$ cat config.mk
export PLATFORM = sky130hd
export DESIGN_NAME = truth_table_sequencer
export DESIGN_NICKNAME = d
export VERILOG_FILES = /design/src/rtl/truth_table_sequencer.sv
export SDC_FILE = /design/constraint.sdc
export NUM_CORES = 1
export LEC_CHECK = 0
export ABC_AREA = 0
export CORE_MARGIN = 4
export CORE_UTILIZATION = 46
export CTS_CLUSTER_SIZE = 28
export DETAILED_ROUTE_END_ITERATION = 10
export PLACE_DENSITY_LB_ADDON = 0.15
export SLEW_MARGIN = 15
export SYNTH_ARGS = -nofsm -noshare
export SYNTH_HDL_FRONTEND = slang
export SYNTH_SLANG_ARGS = --single-unit
$ cat constraint.sdc
create_clock -name clk -period 2.1 [get_ports clk]
set_input_delay 0.42 -clock clk [delete_from_list [all_inputs] [get_ports clk]]
set_output_delay 0.42 -clock clk [all_outputs]
set_load 0.01 [all_outputs]
$ cat src/rtl/truth_table_sequencer.sv
// truth_table_sequencer
// Sweeps every input vector of a small combinational function block. Each
// vector is held SETTLE+1 cycles, and the block's output is sampled into a
// captured truth table. The captured table is compared against an expected
// table latched at start. The results are a pass flag, a mismatch count and
// the lowest failing vector.
//
// Ports:
//   clk          rising-edge clock
//   reset        asynchronous active-high reset
//   start        request a sweep (accepted only when idle)
//   abort        synchronous cancel of a running sweep
//   expected     expected table, bit i = expected output for vector i
//   s_in         output of the function block under control
//   xy_out       function block inputs (MSB = x, LSB = y for N=2)
//   vec_valid    xy_out holds a vector being evaluated
//   busy         sweep in progress or completing
//   done         one-cycle pulse at sweep completion
//   truth_table  captured outputs, bit i = s_in sampled for vector i
//   pass         last completed sweep had zero mismatches
//   err_count    number of mismatching vectors
//   first_err    index of lowest mismatching vector (0 if none)
module truth_table_sequencer #(
  parameter int N      = 2,
  parameter int SETTLE = 1
) (
  input  logic            clk,
  input  logic            reset,
  input  logic            start,
  input  logic            abort,
  input  logic [2**N-1:0] expected,
  input  logic            s_in,
  output logic [N-1:0]    xy_out,
  output logic            vec_valid,
  output logic            busy,
  output logic            done,
  output logic [2**N-1:0] truth_table,
  output logic            pass,
  output logic [N:0]      err_count,
  output logic [N-1:0]    first_err
);

  localparam logic [3:0]   SETTLE_C = 4'(SETTLE);
  localparam logic [N-1:0] IDX_LAST = {N{1'b1}};
  localparam logic [N-1:0] IDX_ONE  = N'(1'b1);
  localparam logic [N:0]   ERR_ONE  = (N+1)'(1'b1);
  localparam logic [N:0]   ERR_ZERO = {(N+1){1'b0}};

  typedef enum logic [1:0] {
    IDLE = 2'd0,
    HOLD = 2'd1,
    DONE = 2'd2
  } state_t;

  state_t          state, state_next;
  logic [N-1:0]    index, index_next;
  logic [3:0]      cnt, cnt_next;
  logic [2**N-1:0] exp_q, exp_next;
  logic [2**N-1:0] table_next;
  logic [N:0]      err_next;
  logic [N-1:0]    first_next;
  logic            pass_next;
  logic [N-1:0]    xy_next;
  logic            vec_valid_next;
  logic            busy_next;
  logic            done_next;

  // Next-state, datapath and next-output decode.
  always_comb begin
    state_next = state;
    index_next = index;
    cnt_next   = cnt;
    exp_next   = exp_q;
    table_next = truth_table;
    err_next   = err_count;
    first_next = first_err;
    pass_next  = pass;

    case (state)
      IDLE: begin
        if (start) begin
          state_next = HOLD;
          exp_next   = expected;
          table_next = '0;
          err_next   = ERR_ZERO;
          first_next = '0;
          pass_next  = 1'b0;
          index_next = '0;
          cnt_next   = 4'd0;
        end else begin
          state_next = IDLE;
        end
      end
      HOLD: begin
        // Abort wins over a sample falling on the same edge.
        if (abort) begin
          state_next = IDLE;
          index_next = '0;
          cnt_next   = 4'd0;
        end else if (cnt != SETTLE_C) begin
          cnt_next = cnt + 4'd1;
        end else begin
          table_next[index] = s_in;
          if (s_in != exp_q[index]) begin
            err_next = err_count + ERR_ONE;
            if (err_count == ERR_ZERO) begin
              first_next = index;
            end else begin
              first_next = first_err;
            end
          end else begin
            err_next = err_count;
          end
          cnt_next = 4'd0;
          if (index == IDX_LAST) begin
            state_next = DONE;
            index_next = '0;
            // Uses the count including this final sample so pass is valid in DONE.
            pass_next  = (err_next == ERR_ZERO);
          end else begin
            index_next = index + IDX_ONE;
          end
        end
      end
      DONE: begin
        state_next = IDLE;
      end
      default: begin
        state_next = IDLE;
        index_next = '0;
        cnt_next   = 4'd0;
      end
    endcase

    // Outputs are decoded from the next state so they can be registered.
    if (state_next == HOLD) begin
      xy_next        = index_next;
      vec_valid_next = 1'b1;
    end else begin
      xy_next        = '0;
      vec_valid_next = 1'b0;
    end
    busy_next = (state_next != IDLE);
    done_next = (state_next == DONE);
  end

  // State, datapath and output registers.
  always_ff @(posedge clk or posedge reset) begin
    if (reset) begin
      state       <= IDLE;
      index       <= '0;
      cnt         <= 4'd0;
      exp_q       <= '0;
      truth_table <= '0;
      err_count   <= ERR_ZERO;
      first_err   <= '0;
      pass        <= 1'b0;
      xy_out      <= '0;
      vec_valid   <= 1'b0;
      busy        <= 1'b0;
      done        <= 1'b0;
    end else begin
      state       <= state_next;
      index       <= index_next;
      cnt         <= cnt_next;
      exp_q       <= exp_next;
      truth_table <= table_next;
      err_count   <= err_next;
      first_err   <= first_next;
      pass        <= pass_next;
      xy_out      <= xy_next;
      vec_valid   <= vec_valid_next;
      busy        <= busy_next;
      done        <= done_next;
    end
  end

endmodule

==> results of run 1 <==
worst register-to-register path, delay by kind of cell (launching register included):
family	cells	cell delay, ps
fa+ha+maj	1	150
compound gates	1	390
buf+inv	1	70
mux	1	220
simple gates	2	670
flops	1	450
cell usage after synthesis (3+ instances only):
master                     n  area (um2)
sky130_fd_sc_hd__a21o_1    3       22.52
sky130_fd_sc_hd__a21oi_1   6       30.03
sky130_fd_sc_hd__dfrtp_1  27       675.7
sky130_fd_sc_hd__ha_1      8       100.1
sky130_fd_sc_hd__inv_1    12       45.04
sky130_fd_sc_hd__mux2i_1   3       30.03
sky130_fd_sc_hd__nand2_1  24       90.09
sky130_fd_sc_hd__nand3_1   9       45.04
sky130_fd_sc_hd__nand4_1   3       18.77
sky130_fd_sc_hd__nor2_1    3       11.26
sky130_fd_sc_hd__nor2b_1   5       31.28
sky130_fd_sc_hd__o21ai_0   8       40.04
sky130_fd_sc_hd__o21ai_1   5       25.02
sky130_fd_sc_hd__or3b_1    3       26.28
per-stage QoR:
step	setup WS, ps	area (um2)	hold slack [ps]	std cells	power [mW]
final	109.6	1752	421.1	208	1.310
after global routing	3.612	1752	439.9	208	1.398
after CTS	56.28	1743	429.5	207	1.321
after detailed placement	-191.6	1715	468.6	203	1.090
after global placement	-180.5	1715	456.5	203	1.077
after floorplan	42.84	1371	440.3	140	0.8962
placed cells by master (no fill, tap or decap):
| master | n |
|---|---|
| sky130_fd_sc_hd__a21o_1 | 3 |
| sky130_fd_sc_hd__a21oi_1 | 6 |
| sky130_fd_sc_hd__a221o_1 | 1 |
| sky130_fd_sc_hd__a221oi_1 | 1 |
| sky130_fd_sc_hd__a22o_1 | 2 |
| sky130_fd_sc_hd__a311oi_1 | 1 |
| sky130_fd_sc_hd__and2_1 | 1 |
| sky130_fd_sc_hd__buf_4 | 13 |
| sky130_fd_sc_hd__clkbuf_4 | 3 |
| sky130_fd_sc_hd__clkdlybuf4s50_1 | 23 |
| sky130_fd_sc_hd__clkinv_2 | 1 |
| sky130_fd_sc_hd__dfrtp_1 | 26 |
| sky130_fd_sc_hd__dfrtp_2 | 1 |
| sky130_fd_sc_hd__ha_1 | 8 |
| sky130_fd_sc_hd__inv_1 | 12 |
| sky130_fd_sc_hd__mux2i_1 | 3 |
| sky130_fd_sc_hd__mux4_2 | 1 |
| sky130_fd_sc_hd__nand2_1 | 24 |
| sky130_fd_sc_hd__nand2b_1 | 2 |
| sky130_fd_sc_hd__nand3_1 | 9 |
| sky130_fd_sc_hd__nand4_1 | 3 |
| sky130_fd_sc_hd__nor2_1 | 3 |
| sky130_fd_sc_hd__nor2b_1 | 5 |
| sky130_fd_sc_hd__nor3_1 | 2 |
| sky130_fd_sc_hd__nor3b_1 | 2 |
| sky130_fd_sc_hd__nor4_1 | 1 |
| sky130_fd_sc_hd__nor4b_4 | 1 |
| sky130_fd_sc_hd__o21ai_0 | 8 |
| sky130_fd_sc_hd__o21ai_1 | 5 |
| sky130_fd_sc_hd__o22ai_1 | 1 |
| sky130_fd_sc_hd__or3b_1 | 3 |
| sky130_fd_sc_hd__xnor2_1 | 2 |
power by group:
part           internal [mW]  switching, mW
combinational          0.228          0.214
clock                 0.0715          0.157
sequential             0.581         0.0597
worst paths after layout:
kind                       startpoint            to  slack (ps)  cells after the start
hold reg to reg              exp_q[2]      exp_q[2]         500                      2
min in group clk             exp_q[2]      exp_q[2]         500                      2
setup / recovery               cnt[1]  first_err[1]         110                      6
setup reg to reg               cnt[1]  first_err[1]         110                      6
hold / removal                  reset          pass         420                      3
max in group asynchronous       reset        cnt[0]        1410                      3
layout make-up:
cell class	count	area (um2)
Timing Repair Buffer	36	327.8
Sequential cell	27	676.9
Inverter	12	45.04
Tap cell	31	38.79
Fill cell	230	1054
Multi-Input combinational cell	98	635.6
Clock buffer	3	22.52
Clock inverter	1	5.005
logic make-up after synthesis:
| logic type | Yosys count | synth area share |
|---|---|---|
| mux | 4 | 0.03832 |
| xor+xnor | 2 | 0.01278 |
| fa+ha+maj | 8 | 0.07300 |
| simple gates | 56 | 0.2162 |
| compound gates | 28 | 0.1232 |
| flops | 27 | 0.4927 |
| buf+inv | 15 | 0.04380 |
flip-flops by register name (all words and copies together), names as in the netlist:
| name | flops |
|---|---|
| done | 1 |
| exp_q | 4 |
| state | 2 |
| pass | 1 |
| index | 2 |
| cnt | 4 |
| truth_table | 4 |
| first_err | 2 |
| busy | 1 |
| err_count | 3 |
| vec_valid | 1 |
| xy_out | 2 |
repair_timing:
action / in CTS / in global routing
resized for setup: 0 / 1
setup buffers: 0 / 1
hold endpoints to repair: 0 / 0
endpoints found under the setup margin: 0 / 3
layer usage:
metal,global-route usage,part of all wire,wire length [um],vias up
li1,-,-,-,557
met1,0.1947,0.48,1325,530
met2,0.2450,0.47,1307,23
met3,0.05576,0.047,132,2
met4,0.03030,0.0065,18,0
met5,0,0,0,-
==> results.ini, run 1 <==
[status]
outcome = finished clean

[route]
drt_iter0_markers = 43
vias_per_cell = 5.346
routed-via-count = 1112
drtPass1Iterations = 4
drc_errors = 0
antenna_violating_nets_post_route = 0
drt-total-wl_um = 2783
wl_per_cell_um = 13.38

[timing]
unrepaired_setup_endpoints_after_global_routing = false
setup_violations = 0
totalNegativeSetupSlack_ps = 0
min_period_over_period = 0.9478
fin_crit_ps = 1990
final-max-slew-violation-count = 0
final_hold_viol_count = 0
slew-limit-headroom = 0.7027
finalClockSkew_ps = 4.997
achievable_clock_frequency_ghz = 0.5024
worst_slew_pin_slew_ps = 445.0

[grt]
first_global_vias = 1104
wire_length_of_the_first_global_routing_pass_um = 4836
globalRouteOverflowTotal = 0
initial_antenna_violation_count = 0
grt_usage = 0.1514
grt_max_degree = 28

[setup_path]
worst_stage_delay_on_the_critical_path_ps = 450
critical_path_buf_inv_count = 1
worst-path-max-fanout = 4
timing.critical_path.required_ps = 2370
cpLargestDelayFamily = simple AND/OR/NAND/NOR gates
timing.critical_path.slowest_stage_cell = sky130_fd_sc_hd__dfrtp_1
cp-end-kind = flop
crit_arrival_ps = 2260
start_kind = flop
timing_worst_setup_path_type = flop to flop
worstPathCellList = inv_1 > ha_1 > or3b_1 > a221o_1 > nor4b_4 > mux2i_1

[logic_synthesis]
post_synthesis_average_cell_area_um2 = 9.795
mappedNetlistNets = 157
synth.distinct_cells = 29
synth_seq_cells = 27
synth.yosys.seq_area_share = 0.4927
synth_async_sr_flop_share = 1.000
syn_inst = 140
count_of_flip_flops_with_a_built_in_enable_after_synthesis = 0
ys_flop_type = sky130_fd_sc_hd__dfrtp_1
yosys_warnings = 0
syn-cell-area_um2 = 1371

[floorplan]
floorplan.rows = 19
die-area_um2 = 3919
die_x_um = 62.60
die-height_um = 62.60
ios = 24
core_box_area_um2 = 2805
start_util = 0.4888

[layout]
final_core_util = 0.6244
num-nets-final = 195
area_growth_syn_to_layout_pct = 27.74
drive_above_1_share = 0.1130
diodes = 0

[cts]
cts_hold_buffers = 0
clock_tree.htree_level_count = 1
cts.sink_count = 27
path_clk_slew_ps = 150
clock_latency_on_the_worst_skew_pair_ps = 330
tritoncts_clock_tree = done
ctsLongestPathBuffers = 2
cts-buffers-inserted = 3
clock_tree.root_cell = sky130_fd_sc_hd__clkbuf_4

[power]
worst_supply_voltage_drop_on_vdd_mv = 0.5616
p_leak_nw = 0.8214
power.density_nw_per_um2 = 748.1

[flow_run]
timing.max_cap.violations = 0

[placed_design]
placement.io_buffers = 23
hpwlAfterDp_um = 2131
gpl.final_weighted_congestion = 0.8654

[min_path]
holdCritPathClass = primary input to asynchronous set/reset pin

Note: power is estimated with default switching activity, not from simulation.
==> inputs of run 2 (changes only) <==
Settings changed: GPL_ROUTABILITY_DRIVEN from default to 1.
==> results of run 2 <==
Same layout as run 1: the final DEF is identical, and so are final timing and power.
==> inputs of run 3 (changes only) <==
Settings changed: ABC_AREA 0 to 1, CORE_ASPECT_RATIO from default to 0.7, CORE_UTILIZATION 46 to 47.
==> run 3 against run 2 <==
Die area about the same. Area after synthesis is 1.7% higher. Final area is 1.4% lower. Worst hold slack better by 63 ps. Register-to-register slack improved by 490 ps. Critical path depth shrank 5. Sequential power grew 13%. Largest cell class unchanged. Critical path type is now flop to output port. Utilization down 1.3 points.
==> results.ini, run 3 <==
[power]
combPwrFrac = 0.420  ; +0.083
p_leak_nw = 0.8484  ; +3.3%
power.density_nw_per_um2 = 1028  ; +37%
power.switching_mw = 0.6875  ; +60%
sequentialPowerShare = 0.408  ; -0.081
fin_total_pwr_mw = 1.775  ; +35%
worst_supply_voltage_drop_on_vdd_mv = 0.4661  ; -17%
clock_power_share = 0.172  ; -0.002
sw_frac_of_total = 0.3873  ; +0.05894
cell_internal_pwr_mw = 1.088  ; +24%

[setup_path]
critical_path_buf_inv_count = 1  ; unchanged
worstPathCellList = clkdlybuf4s50_1
timing.critical_path.required_ps = 1680  ; -690 ps
timing_worst_setup_path_type = flop to output port
cp.depth = 1  ; -5
worst-path-max-fanout = 5  ; +1
cp-end-kind = output port
reg2reg_setup_slack_ps = 600  ; +490 ps
crit_arrival_ps = 1310  ; -950 ps
timing.critical_path.slowest_stage_cell = sky130_fd_sc_hd__clkdlybuf4s50_1
timing.critical_path.from = err_count[2]
regToRegStartpoint = cnt[1]
cpLargestDelayFamily = buffers and inverters
endpoint = err_count[2]
reg2regPathDepth = 10  ; +4
capturing_point_of_the_worst_reg2reg_path = pass
start_kind = flop
worst_stage_delay_on_the_critical_path_ps = 570  ; +120 ps

[logic_synthesis]
netlist.top_cell.by_area = sky130_fd_sc_hd__dfrtp_1
synth.distinct_cells = 24  ; -17%
synth_largest_type_area_fraction = 0.4843  ; -0.008396
synth_commonest_cells = sky130_fd_sc_hd__nand2_1, sky130_fd_sc_hd__dfrtp_1, sky130_fd_sc_hd__inv_1, sky130_fd_sc_hd__nor2_1
post_synth_main_area_contributors = sky130_fd_sc_hd__dfrtp_1, sky130_fd_sc_hd__nand2_1, sky130_fd_sc_hd__ha_1
synth_async_sr_flop_share = 1.000  ; unchanged
synth.yosys.seq_area_share = 0.4843  ; -0.008396
mappedNetlistNets = 178  ; +13%
post_synthesis_average_cell_area_um2 = 8.665  ; -12%
synth_seq_cells = 27  ; unchanged
syn-cell-area_um2 = 1395  ; +1.7%
yosys_warnings = 0  ; unchanged
syn_inst = 161  ; +15%
synthMostInstantiatedCell = sky130_fd_sc_hd__nand2_1
count_of_flip_flops_with_a_built_in_enable_after_synthesis = 0  ; unchanged
ys_flop_type = sky130_fd_sc_hd__dfrtp_1

[status]
outcome = finished clean

[layout]
area_growth_syn_to_layout_pct = 23.77
postLayoutCellArea_um2 = 1727  ; -1.4%
mostFrequentLayoutCells = sky130_fd_sc_hd__nand2_1, sky130_fd_sc_hd__dfrtp_1, sky130_fd_sc_hd__inv_1
diodes = 0  ; unchanged
finish.cell_count_without_fillers = 225  ; +8.2%
final_core_util = 0.6117  ; -0.01274
largestRegisters = cnt x4, exp_q x4, truth_table x4
num-nets-final = 207  ; +6.2%
nFillCells = 240  ; +4.3%
final_common_cell = sky130_fd_sc_hd__nand2_1
drive_above_1_share = 0.1376  ; +0.02457

[timing]
slew-limit-headroom = 0.7842  ; +0.08152
final-max-slew-violation-count = 0  ; unchanged
fin_crit_ps = 1732  ; -258.8 ps
worst_slack_ps = 368.4  ; +258.8 ps
final_hold_viol_count = 0  ; unchanged
achievable_clock_frequency_ghz = 0.5775  ; +15%
worst_slew_pin_slew_ps = 323.7  ; -121.4 ps
finalClockSkew_ps = 10.04  ; +5.047 ps
min_period_over_period = 0.8246  ; -0.1233
setup_violations = 0  ; unchanged
totalNegativeSetupSlack_ps = 0  ; unchanged
unrepaired_setup_endpoints_after_global_routing = false
hold_ws_ps = 483.8  ; +62.67 ps

[floorplan]
die-height_um = 53.59  ; -14%
start_util = 0.4942  ; +0.005388
die-area_um2 = 3918  ; about the same
floorplan.rows = 16  ; -3
ios = 24  ; unchanged
die_x_um = 73.12  ; +17%
core_box_area_um2 = 2823  ; +0.62%

[grt]
initial_antenna_violation_count = 0  ; unchanged
grt_usage = 0.1673  ; +0.01591
wire_length_of_the_first_global_routing_pass_um = 5050  ; +4.4%
grt_max_degree = 28  ; unchanged
globalRouteOverflowTotal = 0  ; unchanged
first_global_vias = 1167  ; +5.7%

[cts]
clock_tree.root_cell = sky130_fd_sc_hd__clkbuf_8
clock_tree.htree_level_count = 1  ; unchanged
cts.repair.resized = 0  ; unchanged
tritoncts_clock_tree = done
clock_latency_on_the_worst_skew_pair_ps = 290  ; -40 ps
path_clk_slew_ps = 100  ; -50 ps
ctsLongestPathBuffers = 2  ; unchanged
cts-buffers-inserted = 3  ; unchanged
cts.sink_count = 27  ; unchanged
post_cts_buffers = 0  ; unchanged
cts_hold_buffers = 0  ; unchanged

[route]
routed-via-count = 1104  ; -0.72%
vias_per_cell = 4.907  ; -8.2%
drc_errors = 0  ; unchanged
antenna_violating_nets_post_route = 0  ; unchanged
drt_iter0_markers = 63  ; +47%
drt-total-wl_um = 2833  ; +1.8%
wl_per_cell_um = 12.59  ; -5.9%
drtPass1Iterations = 4  ; unchanged

[placed_design]
numPlacedInstances = 221  ; +8.9%
gpl.final_weighted_congestion = 0.8339  ; -3.6%
dpl-instance-area_um2 = 1678  ; -2.2%
pre_cts_setup_slack_ps = 330.1  ; +521.7 ps
hpwlAfterDp_um = 2244  ; +5.3%
placement.io_buffers = 23  ; unchanged

[flow_run]
timing.max_cap.violations = 0  ; unchanged

[min_path]
holdCritPathClass = primary input to asynchronous set/reset pin

==> run 3: final cells by class <==
type	count	area, um2	share of cell area
inverter	27	101.3	0.05870
multi-input combinational	106	610.6	0.3536
timing repair buffer	25	245.2	0.1420
sequential	27	675.6	0.3913
tap	36	45.04	0.02609
clock buffer	3	41.29	0.02391
clock inverter	1	7.507	0.004348
==> run 3: worst min path at each step <==
stage / end / slack, ps / depth (start not counted)
floorplan: exp_q[0] / 450 / 2
global placement: exp_q[1] / 470 / 2
detailed placement: exp_q[3] / 470 / 2
CTS: exp_q[3] / 500 / 2
global route: exp_q[0] / 530 / 2
finish: truth_table[3] / 480 / 3
==> run 3: cell families after synthesis <==
logic type | Yosys count | synth area share
AO/OA/AOI/OAI | 24 | 0.1005
XOR/XNOR | 1 | 0.006279
adder cells (fa/ha/maj) | 8 | 0.07175
buffers and inverters | 28 | 0.07803
flip-flops | 27 | 0.4843
AND/OR/NAND/NOR | 73 | 0.2592
==> run 3: power groups by stage <==
stage | Combinational, mW | Clock, mW | Sequential [mW]
floorplan | 0.461 | 0 | 0.747
global placement | 0.720 | 0 | 0.731
detailed placement | 0.743 | 0 | 0.735
CTS | 0.749 | 0.306 | 0.725
global route | 0.841 | 0.334 | 0.743
finish | 0.745 | 0.305 | 0.725
==> run 3: layer usage <==
layer / GRT usage / vias up / wire length [um]
li1: - / 563 / -
met1: 0.2288 / 505 / 1403
met2: 0.2656 / 31 / 1189
met3: 0.04664 / 5 / 214
met4: 0.03988 / 0 / 25
met5: 0 / - / 0
==> run 3: tightest hold or removal path, delay by kind of cell <==
family / cells / cell delay (ps)
buf+inv: 3 / 750
